==> src/rtl/mem_access_stage.sv <==
// MEM pipeline stage: drives data-memory accesses over a req/ack handshake,
// stalls upstream while an access is in flight and forms the write-back bundle.
module mem_access_stage #(
   parameter int TIMEOUT = 16
) (
   input  logic        clk,
   input  logic        reset,
   input  logic [31:0] nextPC,
   input  logic [31:0] opB,
   input  logic [4:0]  destReg,
   input  logic [31:0] aluResult,
   input  logic        PCtoReg,
   input  logic        RegWrite,
   input  logic        MemToReg,
   input  logic        MemWrite,
   input  logic        loadSign,
   input  logic [1:0]  DSize,
   output logic        dmem_req,
   output logic        dmem_we,
   output logic [31:0] dmem_addr,
   output logic [31:0] dmem_wdata,
   output logic [0:3]  dmem_be,
   input  logic [31:0] dmem_rdata,
   input  logic        dmem_ack,
   output logic        mem_stall,
   output logic [31:0] wb_data,
   output logic [4:0]  wb_destReg,
   output logic        wb_RegWrite,
   output logic        misalign,
   output logic        bus_err
);
   // state   | meaning
   // S_IDLE  | no access in flight; a valid mem op launches a request
   // S_WAIT  | request outstanding, waiting for dmem_ack or timeout
   // S_DONE  | access finished; pipeline advances for exactly one cycle
   typedef enum logic [1:0] {S_IDLE, S_WAIT, S_DONE} state_t;

   localparam int CW = $clog2(TIMEOUT + 1);

   state_t      state_q, state_d;
   logic [CW-1:0] cnt_q, cnt_d;
   logic        req_q, req_d;
   logic        we_q, we_d;
   logic [31:0] addr_q, addr_d;
   logic [31:0] wdata_q, wdata_d;
   logic [0:3]  be_q, be_d;
   logic [31:0] load_data_q, load_data_d;
   logic        bus_err_q, bus_err_d;

   logic        mem_op, misaligned, launch, timed_out;
   logic [1:0]  off;
   logic [31:0] st_wdata, ld_ext;
   logic [0:3]  st_be;
   logic [7:0]  ld_byte;
   logic [15:0] ld_half;

   assign off        = aluResult[1:0];
   assign mem_op     = MemToReg | MemWrite;
   assign misaligned = mem_op & (((DSize == 2'b01) & off[0]) |
                                 (DSize[1] & (off != 2'b00)));
   assign launch     = mem_op & ~misaligned;
   assign timed_out  = (cnt_q == CW'(TIMEOUT - 1));

   // Lanes are numbered big-endian: byte offset 0 is bits [31:24].
   always_comb begin
      st_wdata = opB;
      st_be    = 4'b1111;
      case (DSize)
         2'b00: begin
            st_wdata = {4{opB[7:0]}};
            st_be    = 4'b1000 >> off;
         end
         2'b01: begin
            st_wdata = {2{opB[15:0]}};
            st_be    = off[1] ? 4'b0011 : 4'b1100;
         end
         default: ;
      endcase
   end

   always_comb begin
      ld_byte = dmem_rdata[{~off, 3'b000} +: 8];
      ld_half = off[1] ? dmem_rdata[15:0] : dmem_rdata[31:16];
      case (DSize)
         2'b00:   ld_ext = {{24{loadSign & ld_byte[7]}}, ld_byte};
         2'b01:   ld_ext = {{16{loadSign & ld_half[15]}}, ld_half};
         default: ld_ext = dmem_rdata;
      endcase
   end

   always_ff @(posedge clk) begin
      if (reset) begin
         state_q     <= S_IDLE;
         cnt_q       <= '0;
         req_q       <= 1'b0;
         we_q        <= 1'b0;
         addr_q      <= '0;
         wdata_q     <= '0;
         be_q        <= '0;
         load_data_q <= '0;
         bus_err_q   <= 1'b0;
      end else begin
         state_q     <= state_d;
         cnt_q       <= cnt_d;
         req_q       <= req_d;
         we_q        <= we_d;
         addr_q      <= addr_d;
         wdata_q     <= wdata_d;
         be_q        <= be_d;
         load_data_q <= load_data_d;
         bus_err_q   <= bus_err_d;
      end
   end

   always_comb begin
      state_d = state_q;
      case (state_q)
         S_IDLE:  if (launch) state_d = S_WAIT;
         S_WAIT:  if (dmem_ack || timed_out) state_d = S_DONE;
         S_DONE:  state_d = S_IDLE;
         default: state_d = S_IDLE;
      endcase
   end

   always_comb begin
      cnt_d       = cnt_q;
      req_d       = req_q;
      we_d        = we_q;
      addr_d      = addr_q;
      wdata_d     = wdata_q;
      be_d        = be_q;
      load_data_d = load_data_q;
      bus_err_d   = 1'b0;
      case (state_q)
         S_IDLE: begin
            req_d = launch;
            if (launch) begin
               we_d        = MemWrite;
               addr_d      = {aluResult[31:2], 2'b00};
               wdata_d     = st_wdata;
               be_d        = st_be;
               cnt_d       = '0;
               load_data_d = '0;
            end
         end
         S_WAIT: begin
            cnt_d = cnt_q + CW'(1);
            if (dmem_ack) begin
               req_d       = 1'b0;
               load_data_d = ld_ext;
            end else if (timed_out) begin
               req_d       = 1'b0;
               load_data_d = '0;
               bus_err_d   = 1'b1;
            end
         end
         default: req_d = 1'b0;
      endcase
   end

   assign dmem_req    = req_q;
   assign dmem_we     = we_q;
   assign dmem_addr   = addr_q;
   assign dmem_wdata  = wdata_q;
   assign dmem_be     = be_q;
   assign bus_err     = bus_err_q;
   assign misalign    = misaligned;
   assign mem_stall   = ((state_q == S_IDLE) & launch) | (state_q == S_WAIT);
   assign wb_data     = PCtoReg ? nextPC : (MemToReg ? load_data_q : aluResult);
   assign wb_destReg  = destReg;
   assign wb_RegWrite = RegWrite & ~misaligned & ~bus_err_q;
endmodule
==> config.mk <==
export PLATFORM = sky130hd
export DESIGN_NAME = mem_access_stage
export DESIGN_NICKNAME = d
export VERILOG_FILES = /design/src/rtl/mem_access_stage.sv
export SDC_FILE = /design/constraint.sdc
export NUM_CORES = 1
export LEC_CHECK = 0
export CAP_MARGIN = 20
export CORE_MARGIN = 5
export CORE_UTILIZATION = 44
export CTS_CLUSTER_SIZE = 24
export DETAILED_ROUTE_END_ITERATION = 10
export PLACE_DENSITY_LB_ADDON = 0.15
export SYNTH_ARGS = -nofsm -noshare
export SYNTH_HDL_FRONTEND = slang
export SYNTH_SLANG_ARGS = --single-unit
==> constraint.sdc <==
create_clock -name clk -period 5.9 [get_ports clk]
set_input_delay 1.77 -clock clk [delete_from_list [all_inputs] [get_ports clk]]
set_output_delay 1.77 -clock clk [all_outputs]
set_load 0.01 [all_outputs]
Yosys cells after proc, flatten, opt, wreduce, memory -nomap -nowiden
Index checks and enable logic that the tools add are counted.
Word-level totals
  output and inout bits: 111
  bits in registers: 108
  input bits: 143
Operators by class
  bitwise operators: 16
  mux-type cells: 20
  reduce and logical (&&, ||, !) cells: 10
  shift operators: 2
  eq/ne operators: 6
  add/sub/neg operators: 1
Operator list (number)
  $pmux 32 s2: 3
  $mux 32: 5
  $shiftx 32x6->8: 1
  $mux 16: 1
  $pmux 5 s2: 1
  $and 1x1->1: 9
  $pmux 4 s2: 1
  $reduce_and 2->1: 3
  $add 5x1->5 const B: 1
  $eq 5x4->1 const B: 1
  $mux 5: 1
  $eq 2x1->1 const B: 2
  $logic_not 2->1: 2
  $mux 2: 2
  $mux 4: 1
  $ne 2x2->1 const B: 2
  $pmux 2 s2: 1
  $reduce_bool 2->1: 2
  $shr 4x2->4 const A: 1
  $mux 1: 3
  $ne 3x3->1 const B: 1
  $not 1->1: 3
  $or 1x1->1: 3
  $reduce_and 3->1: 1
  4 further kinds: 4

Longest topological paths before layout
Gate-level depths: netlist of run 1.
  depth after elaboration: 8
  depth in mapped cells: 8

Worst setup path before layout of run 1
No wires, ideal clock.
  path type: input port to output port
  start point: input port MemToReg
  end point: output port wb_data[10]
  required time: 4130 ps
  arrival time: 2758 ps
  buffers on the path: 2
  cell stages on the path: 4
  path slack: 1372 ps
  cells stage by stage: clkbuf_1 buf_2 mux2i_1 o21ai_0
On the way
  word-level cells in the longest chain between the ends: 2
Ends and longest elaborated chain
  start, declared: line 14  | input logic MemToReg,
  $mux 32 (2 in series): line 169  | assign wb_data = PCtoReg ? nextPC : (MemToReg ? load_data_q : aluResult);
  end, declared: line 26  | output logic [31:0] wb_data,
No other way between the ends.

Worst setup path after layout of run 1
  start point: input port DSize[0]
  end point: output port mem_stall
On the way
  word-level cells in the longest chain between the ends: 8
Ends and longest elaborated chain
  start, declared: line 17  | input logic [1:0] DSize,
  $eq 2x1->1: line 59  | assign misaligned = mem_op & (((DSize == 2'b01) & off[0]) |
  $and 1x1->1: line 59
  $or 1x1->1: line 59
  $and 1x1->1: line 59
  $not 1->1: line 61  | assign launch = mem_op & ~misaligned;
  $and 1x1->1: line 61
  $and 1x1->1: line 168  | assign mem_stall = ((state_q == S_IDLE) & launch) | (state_q == S_WAIT);
  $or 1x1->1: line 168
  end, declared: line 25  | output logic mem_stall,
No other way between the ends.

==> results of run 1 <==
==> layout by cell type (no fill, tap or decap), types with 10 or more instances in the layout <==
master,count
clkdlybuf4s50_1,237
nand2_1,159
dfxtp_1,108
o21ai_0,57
a21oi_1,55
mux2i_1,49
nor2_1,32
or3_1,22
a221o_1,17
buf_4,12
a211oi_1,11
nand2b_1,10
==> state kept, by name, indices dropped and copies added, names as in the netlist <==
name,flops
bus_err,1
dmem_addr,30
dmem_we,1
state_q,2
load_data_q,32
dmem_req,1
dmem_wdata,32
dmem_be,4
cnt_q,5
==> metrics by stage <==
step | utilization, % | hold slack, ns | setup slack (ns) | cells
5_1_grt | 67.3 | 0.471 | 0.447 | 1022
3_3_place_gp | 64.8 | 0.442 | 0.597 | 1006
3_5_place_dp | 64.8 | 0.447 | 0.576 | 1006
6_report | 67.3 | 0.457 | 0.575 | 1022
4_1_cts | 67.2 | 0.456 | 0.576 | 1021
2_1_floorplan | - | 0.432 | 1.37 | 670
==> how the worst max path moves through the flow <==
| stage | start | endpoint | slack (ns) |
|---|---|---|---|
| 5_1_grt | DSize[0] | wb_RegWrite | 0.45 |
| 3_3_place_gp | DSize[0] | mem_stall | 0.60 |
| 2_1_floorplan | MemToReg | wb_data[10] | 1.37 |
| 4_1_cts | DSize[0] | mem_stall | 0.58 |
| 6_report | DSize[0] | mem_stall | 0.57 |
| 3_5_place_dp | DSize[0] | mem_stall | 0.58 |
==> layout make-up <==
type | count | area (µm²)
fillers | 1016 | 3910
clock buffers | 11 | 243
repair buffers | 254 | 2500
flip-flops and latches | 108 | 2160
multi-input cells | 494 | 2900
clock inverters | 4 | 50.0
inverters | 4 | 15.0
well taps | 147 | 184
==> kinds of logic after synthesis <==
family	synth area share [%]
AND/OR/NAND/NOR	20.7
multiplexers	9.58
AO/OA/AOI/OAI	22.7
flip-flops	40.4
buffers and inverters	6.07
adder cells (fa/ha/maj)	0.467
other	0.0700
==> worst max-delay path, cell delays in order <==
cell	delay, ns
clkdlybuf4s50_1	0.49
nor2_1	0.08
o311ai_1	0.63
inv_1	0.09
clkdlybuf4s50_1	0.50
==> Yosys cell counts (all sizes together) (2+ instances only) <==
library cell,instances
clkbuf,34
or3,22
ha,2
buf,30
o2bb2ai,8
dfxtp,108
nor2b,4
o21ai,57
a21oi,56
o211ai,2
a211oi,11
a221o,17
and2,2
mux2i,49
a31oi,9
nor3,9
nand2b,11
nor2,32
o2111ai,7
nand3,4
nand2,159
nor3b,2
inv,4
a22o,7
a311oi,8
==> power breakdown <==
| group | total, µW | switching [µW] | leakage (µW) | internal [µW] |
|---|---|---|---|---|
| Sequential | 803 | 27.0 | 0.000883 | 776 |
| Clock | 600 | 262 | 0.000138 | 338 |
| Combinational | 480 | 227 | 0.00199 | 253 |
| Total | 1880 | 516 | 0.00301 | 1370 |
==> routing by layer <==
layer | part of all wire, % | global-route usage [%]
met1 | 41 | 28.5
met2 | 48 | 42.0
met3 | 8.7 | 7.48
met4 | 2.5 | 7.93
met5 | 0 | 0
==> impl_metrics.csv, run 1 <==
group,metric,value,unit
drt,routed-via-count,5641,
setup_path,required,4.13,ns
clock_network,post_cts_buffers,0,
synthesis,netlist_area,0.00536,mm²
clock_network,cts_inserted_buffers,9,
synthesis,synthFlopType,"dfxtp_1",
drt,viasPerCell,5.52,
pwr,power,1880,µW
finish,final_area,0.00806,mm²
timing,clock_skew,0.00641,ns
pwr,ir_drop,0.000139,V
floorplanning,row_count,40,
finish,antenna_cells,0,
synthesis,yosysWarnings,0,
grt,grt_max_degree,84,
timing,final.min_clock_period,5.33,ns
timing,hold_viol,0,
clock_network,htreeDepth,3,
floorplanning,num_io_pins,254,
finish,layout-area-overhead-vs-synth,50.4,%
setup_path,worst_setup_path_start_kind,"input pin",
synthesis,synth_edf_count,0,
finish,drive_gt1_share,4.57,%
setup_path,r2r_setup_slack,3.59,ns
synthesis,avgSynthCellArea,8.00,µm²
synthesis,synth_top_area_cell,"dfxtp_1",
drt,ant_nets,0,
drt,drc_errors,0,
setup_path,crit_fanout,6,
min_path,hold_class,"reg -> reg",
grt,grt_pass1_wl,28.3,mm
synthesis,netlist_instances,669,
finish,nets,1016,
timing,rsz0062_at_grt,"false",
setup_path,path_class,"in -> out",
synthesis,synth_area_leaders,"dfxtp_1 40%, nand2_1 11%, mux2i_1 9.2%",
pwr,leakagePower,0.00301,µW
timing,worst_pin_slew,0.897,ns
synthesis,synth-async-reset-ratio,0,%
timing,fmax,0.188,GHz
clock_network,clk_path_buf_depth,2,
setup_path,arrival,3.56,ns
min_path,worstHoldStart,"dmem_addr[18]$_SDFFE_PP0P_",
synthesis,ys_types,46,
timing,fin_setup_tns,0,ns
drt,dr.pass1.iters,5,
timing,relSlewSlack,39.9,%
placed_design,placed_area,0.00775,mm²
setup_path,ff2ff_path_depth,4,
clock_network,ctsHoldBuffers,0,
floorplanning,core_area,0.0120,mm²
floorplanning,start_util,44.8,%
placed_design,io_buffers,241,
setup_path,endpoint_kind,"output port",
clock_network,cts_resized,0,
drt,routedWlPerCell,18.0,µm
min_path,worstHoldEndpoint,"dmem_addr[18]$_SDFFE_PP0P_",
placed_design,gp_congestion,0.872,
synthesis,seq_area_frac_synth,40.4,%
timing,period_share,90.3,%
pwr,p_per_area,234,mW/mm²
clock_network,clock_latency,0.34,ns
grt,grt_antenna_before_repair,0,
timing,slew_violations,0,
setup_path,worstReg2RegEnd,"load_data_q[30]$_SDFFE_PP0P_",
floorplanning,die_area,0.0145,mm²
clock_network,cts_num_sinks,108,
synthesis,netlist.area_leader.share,40.4,%
drt,drt-initial-drc-count,280,
drt,wl,18.4,mm
placed_design,dpl.hpwl,13.7,mm
run,drv_cap,0,
floorplanning,die_x,120,µm
setup_path,reg2reg_from,"state_q[0]$_SDFFE_PP0P_",
grt,grt_pass1_vias,5376,
min_path,hold_depth,2,
synthesis,synth_seq_cells,108,
floorplanning,fp.dieH,120,µm
timing,setup_viol,0,
clock_network,cts_tree,"done",
clock_network,clk_pin_slew_worst_paths,0.06,ns
grt,overflow,0,
grt,grt_usage,24.2,%
clock_network,root_buffer,"clkbuf_16",
status,outcome,"complete, no violations",
(Power assumes the default switching activity.)
==> inputs of run 2 (changes only) <==
Settings changed: ABC_AREA set to 1, CORE_UTILIZATION 44 to 43.
Clock period 5.9 ns to 5.2 ns, I/O delays scaled along.
==> run 2 against run 1 <==
Sequential power up 16%. Sequential share of layout area down 1.3 points. Combinational power up 32%. Design area up 5.3%. Flip-flop and latch count unchanged. Utilization down 3.3 points. Clock power up 6.5%. Synthesized cell count up 27%. Hold slack worse by 0.014 ns.
==> impl_metrics.csv, run 2 <==
group,metric,value,unit
status,outcome,"complete, no violations",
grt,grt_max_degree,105,
grt,grt_usage,22.7,%
min_path,hold_class,"reg -> reg",
synthesis,yosys-top-cells-count,"176 x nand2_1, 150 x a21oi_1, 108 x dfxtp_1",
floorplanning,start_util,44.0,%
setup_path,arrival,3.25,ns
finish,fillers,1261,
setup_path,cpPeakStageDelay,0.56,ns
finish,final_common_cell,"clkdlybuf4s50_1",
timing,hold_viol,0,
setup_path,critical_path.startpoint,"MemToReg",
synthesis,synth-async-reset-ratio,0,%
grt,overflow,0,
clock_network,root_buffer,"clkbuf_16",
pwr,p_int,1540,µW
setup_path,path_class,"in -> out",
setup_path,required,3.64,ns
clock_network,cts_resized,0,
setup_path,endpoint_kind,"output port",
finish,instances_no_fill,1236,
clock_network,htreeDepth,3,
drt,dr.pass1.iters,5,
grt,grt_pass1_wl,29.6,mm
timing,relSlewSlack,35.1,%
setup_path,crit_chain,"clkdlybuf4s50_1 > buf_4 > a21oi_1 > a21oi_1 > clkdlybuf4s50_1",
setup_path,reg2reg_from,"state_q[1]$_SDFFE_PP0P_",
synthesis,synthFlopType,"dfxtp_1",
drt,routed-via-count,6131,
synthesis,synth_seq_cells,108,
drt,drc_errors,0,
placed_design,dp.cells,1218,
drt,ant_nets,0,
setup_path,crit_fanout,32,
setup_path,slowest_stage,"clkdlybuf4s50_1",
floorplanning,row_count,42,
pwr,comb_power_share,28.8,%
pwr,seqPwrFrac,42.2,%
timing,hold_ws,0.443,ns
synthesis,ys_types,34,
synthesis,seq_area_frac_synth,37.1,%
timing,fin_setup_tns,0,ns
floorplanning,die_x,126,µm
setup_path,path_buf_inv,3,
clock_network,clk_path_buf_depth,2,
floorplanning,die_area,0.0160,mm²
clock_network,cts_num_sinks,108,
finish,multi_input_area,0.00291,mm²
finish,drive_gt1_share,10.6,%
synthesis,netlist.area_leader.share,37.1,%
floorplanning,core_area,0.0132,mm²
drt,routedWlPerCell,15.2,µm
setup_path,worst_setup_path_start_kind,"input pin",
placed_design,io_buffers,241,
floorplanning,num_io_pins,254,
pwr,leakagePower,0.00331,µW
drt,drt-initial-drc-count,346,
finish,layout-area-overhead-vs-synth,45.5,%
synthesis,yosysWarnings,0,
timing,fmax,0.208,GHz
setup_path,path_delay_family,"buffers and inverters",
min_path,worstHoldStart,"dmem_wdata[14]$_SDFFE_PP0P_",
timing,slew_violations,0,
timing,period_share,92.5,%
timing,setup_viol,0,
timing,final.min_clock_period,4.81,ns
pwr,clock_power_share,29.0,%
drt,viasPerCell,4.96,
clock_network,cts_tree,"done",
timing,worst_pin_slew,0.973,ns
finish,nets,1199,
timing,rsz0062_at_grt,"false",
clock_network,clock_latency,0.34,ns
grt,grt_antenna_before_repair,2,
floorplanning,fp.dieH,126,µm
clock_network,ctsHoldBuffers,0,
synthesis,netlist_instances,849,
timing,clock_skew,0.00591,ns
drt,wl,18.8,mm
pwr,switching_share,30.1,%
clock_network,cts_inserted_buffers,9,
clock_network,post_cts_buffers,0,
pwr,ir_drop,0.000195,V
grt,grt_pass1_vias,5716,
placed_design,dpl.hpwl,14.0,mm
synthesis,synth_area_leaders,"dfxtp_1 37%, a21oi_1 13%, nand2_1 11%",
pwr,p_per_area,260,mW/mm²
synthesis,netlist_area,0.00583,mm²
clock_network,clk_pin_slew_worst_paths,0.07,ns
synthesis,yosysMostFrequentCell,"nand2_1",
run,drv_cap,0,
synthesis,synth_edf_count,0,
placed_design,gp_congestion,0.878,
pwr,power_switching,664,µW
synthesis,avgSynthCellArea,6.86,µm²
finish,seqCellArea,0.00216,mm²
finish,final_cell_mix,"240 x clkdlybuf4s50_1, 176 x nand2_1, 150 x a21oi_1, 108 x dfxtp_1, 92 x inv_1",
synthesis,synth_top_area_cell,"dfxtp_1",
run 2: cell types whose count changed in the layout (fill, tap and decap cells not counted), moves of 13 or more:
cell,delta
nand3_1,+18
a221o_1,-17
o21ai_0,-13
a21oi_1,+95
a21oi_2,+29
mux2i_1,-49
nand2_1,+17
or3_1,-22
inv_1,+88
nand2_2,+31
nor2_1,+22
o21ai_1,+42
run 2: routing by layer:
metal | global-route usage [%] | up-vias | wire, µm
met3 | 6.22 | 20 | 1630
met2 | 38.4 | 226 | 8980
met5 | 0 | - | 13
met4 | 6.75 | 2 | 284
li1 | - | 3151 | -
met1 | 28.4 | 2732 | 7890
run 2: layout make-up:
cell class	count	area share, %
multi-input cells	581	34.3
repair buffers	256	30.0
flip-flops and latches	108	25.5
inverters	98	4.37
clock buffers	10	2.70
well taps	176	2.60
clock inverters	6	0.472
diodes	1	0.0295
run 2: power groups by stage:
| stage | combinational (µW) | clock (µW) | sequential, µW |
|---|---|---|---|
| CTS | 639 | 652 | 929 |
| finish | 634 | 639 | 929 |
| detailed placement | 635 | 0 | 948 |
| floorplan | 304 | 0 | 973 |
| global placement | 632 | 0 | 946 |
| global route | 693 | 686 | 937 |
run 2: through the flow:
step / total power, µW / utilization, % / setup slack [ns] / area [µm²]
floorplan: 1280 / - / 1.22 / 5830
global placement: 1580 / 61.8 / 0.398 / 8190
detailed placement: 1580 / 61.8 / 0.398 / 8190
CTS: 2220 / 63.9 / 0.389 / 8460
global route: 2320 / 64.0 / 0.247 / 8480
finish: 2200 / 64.0 / 0.391 / 8480
run 2: worst reg2reg max path, stage by stage (launching register included):
cell     delay (ns)
dfxtp_1        0.37
nor2_1         0.10
nand3_4        0.09
buf_4          0.32
buf_4          0.80
o21ai_0        0.25
a21oi_1        0.14
run 2: path summary, 6_finish.rpt:
kind,to,slack (ns),cells after the start
worst max-delay path,wb_data[3],0.39,5
worst min-delay path,dmem_wdata[14]$_SDFFE_PP0P_,0.44,2
worst max register to register,dmem_wdata[9]$_SDFFE_PP0P_,3.07,6
worst min register to register,dmem_wdata[14]$_SDFFE_PP0P_,0.44,2
run 2: cell families after synthesis:
logic type / synth area share, %
DFF: 37.1
other: 0.0643
buffers and inverters: 13.2
adders and majority gates: 0.429
AOI/OAI and AO/OA: 26.2
and+or+nand+nor: 23.0
==> inputs of run 3 (changes only) <==
Settings changed: GPL_TIMING_DRIVEN set to 0.
==> run 3 against run 2 <==
Design area up 3.6%. Sequential share of layout area down 0.88 points. Fmax down 3.1%. Combinational power up 9.1%. Via count up 5.1%. Critical path type unchanged. Largest power group unchanged.
==> impl_metrics.csv, run 3 (same netlist as run 2, synthesis figures left out) <==
group,metric,value,unit
setup_path,crit_fanout,10,
clock_network,htreeDepth,3,
placed_design,io_buffers,242,
setup_path,critical_path.startpoint,"DSize[0]",
pwr,ir_drop,0.000172,V
pwr,clock_power_share,30.5,%
clock_network,clock_latency,0.35,ns
drt,wl,20.4,mm
pwr,power_switching,691,µW
finish,nets,1248,
timing,fin_setup_tns,0,ns
status,outcome,"complete, no violations",
drt,drc_errors,0,
setup_path,ff2ff_path_depth,10,
clock_network,cts_inserted_buffers,9,
setup_path,arrival,3.40,ns
pwr,seqPwrFrac,39.8,%
pwr,p_int,1640,µW
setup_path,endpoint_kind,"output port",
placed_design,placed_area,0.00847,mm²
setup_path,crit_cells,8,
setup_path,required,3.64,ns
setup_path,r2r_setup_slack,3.40,ns
floorplanning,fp.dieH,126,µm
finish,final_common_cell,"clkdlybuf4s50_1",
pwr,leakagePower,0.00348,µW
floorplanning,die_x,126,µm
setup_path,path_delay_family,"buffers and inverters",
floorplanning,start_util,44.0,%
drt,routedWlPerCell,15.9,µm
placed_design,gp_congestion,0.933,
setup_path,worst_setup_path_start_kind,"input pin",
drt,viasPerCell,5.02,
floorplanning,core_area,0.0132,mm²
setup_path,path_buf_inv,4,
run,drv_cap,0,
setup_path,path_class,"in -> out",
finish,antenna_cells,0,
finish,final_cell_mix,"241 x clkdlybuf4s50_1, 176 x nand2_1, 150 x a21oi_1, 108 x dfxtp_1, 93 x inv_1",
grt,overflow,0,
setup_path,reg2reg_from,"cnt_q[0]$_SDFFE_PP0P_",
setup_path,worst_path_most_repeated_cell,"clkdlybuf4s50_1",
floorplanning,num_io_pins,254,
clock_network,cts_tree,"done",
drt,routed-via-count,6443,
timing,fmax,0.201,GHz
clock_network,clk_pin_slew_worst_paths,0.07,ns
finish,fillers,1182,
grt,grt_usage,24.7,%
floorplanning,row_count,42,
grt,grt_use_met1,30.9,%
grt,grt_antenna_before_repair,0,
setup_path,slowest_stage,"clkdlybuf4s50_1",
timing,clock_skew,0.00485,ns
clock_network,post_cts_buffers,0,
timing,rsz0062_at_grt,"false",
timing,hold_viol,0,
drt,dr.pass1.iters,5,
timing,slew_violations,0,
grt,grt_pass1_vias,6117,
setup_path,critical_path.endpoint,"mem_stall",
grt,top_usage_layer,"met2",
clock_network,root_buffer,"clkbuf_16",
finish,drive_gt1_share,11.9,%
floorplanning,die_area,0.0160,mm²
pwr,p_per_area,266,mW/mm²
placed_design,dpl.hpwl,16.0,mm
grt,grt_max_degree,17,
clock_network,clk_path_buf_depth,2,
clock_network,cts_num_sinks,108,
drt,ant_nets,0,
timing,setup_viol,0,
clock_network,ctsHoldBuffers,0,
finish,final_area,0.00878,mm²
timing,relSlewSlack,52.1,%
pwr,switching_share,29.6,%
setup_path,crit_chain,"clkdlybuf4s50_1 > inv_1 > o21ai_1 > nand2_2 > nand3_2 > buf_2 > nand2_1 > clkdlybuf4s50_1",
drt,drt-initial-drc-count,384,
grt,grt_pass1_wl,31.7,mm
grt,met2_usage,41.1,%
timing,worst_pin_slew,0.718,ns
finish,layout-area-overhead-vs-synth,50.6,%
setup_path,worstReg2RegEnd,"load_data_q[22]$_SDFFE_PP0P_",
grt,use_met3,5.93,%
timing,period_share,95.5,%
pwr,comb_power_share,29.6,%
setup_path,cpPeakStageDelay,0.58,ns
timing,final.min_clock_period,4.96,ns
min_path,hold_class,"reg -> reg",
[run 3: cell count changes in the layout (fill, tap and decap cells not counted), moves of 2 or more]
cell      before  now
clkbuf_1       1   26
buf_2          1   14
clkbuf_8       0    2
buf_6          0    7
buf_4         13   11
[run 3: routing by layer]
layer	vias to the layer above	share of wire, %
li1	3250	-
met1	2883	42
met2	271	47
met3	39	8.4
met4	0	2.8
met5	-	0
[run 3: final cells by class]
type,count,area (µm²),area share [%]
clock inverter,5,50.0,0.570
buffer,63,398,4.53
inverter,98,370,4.22
timing repair buffer,242,2420,27.6
sequential,108,2160,24.6
clock buffer,11,253,2.88
tap,176,220,2.51
multi-input combinational,581,2900,33.0
[run 3: what timing repair did]
item / CTS / global route
endpoints found under the hold margin: 0 / 0
resized for setup: 0 / 1
setup endpoints to repair: 0 / 2
[run 3: stage by stage]
stage          hold WS (ns)  worst slack (ns)  total power, µW  util, %  instances
5_1_grt               0.462            0.0483             2440     66.3       1284
3_5_place_dp          0.436            0.0252             1640     64.0       1268
4_1_cts               0.446            0.0182             2350     66.3       1284
3_3_place_gp          0.431            0.0389             1630     64.0       1268
6_report              0.443             0.236             2330     66.3       1284
2_1_floorplan         0.446              1.22             1280        -        850
[run 3: worst min-delay path by stage]
stage	from	endpoint	slack (ns)	cells after the start
floorplan	load_data_q[12]$_SDFFE_PP0P_	load_data_q[12]$_SDFFE_PP0P_	0.45	2
CTS	dmem_addr[7]$_SDFFE_PP0P_	dmem_addr[7]$_SDFFE_PP0P_	0.45	2
global placement	dmem_addr[23]$_SDFFE_PP0P_	dmem_addr[23]$_SDFFE_PP0P_	0.43	2
finish	dmem_wdata[25]$_SDFFE_PP0P_	dmem_wdata[25]$_SDFFE_PP0P_	0.44	2
global route	dmem_addr[7]$_SDFFE_PP0P_	dmem_addr[7]$_SDFFE_PP0P_	0.46	2
detailed placement	dmem_addr[7]$_SDFFE_PP0P_	dmem_addr[7]$_SDFFE_PP0P_	0.44	2
[run 3: worst register-to-register path: cells and delay by family (launching register included)]
kind                       cells  cell delay, ns
AOI/OAI and AO/OA              1            0.13
adders and majority gates      2            0.43
buffers and inverters          1            0.16
DFF                            1            0.34
and+or+nand+nor                6            0.67
[run 3: power groups by stage]
stage / clock [µW] / combinational (µW) / sequential [µW]
final: 713 / 692 / 929
after global routing: 754 / 751 / 937
after CTS: 723 / 694 / 929
after detailed placement: 0 / 690 / 948
after global placement: 0 / 687 / 945
after floorplan: 0 / 304 / 973
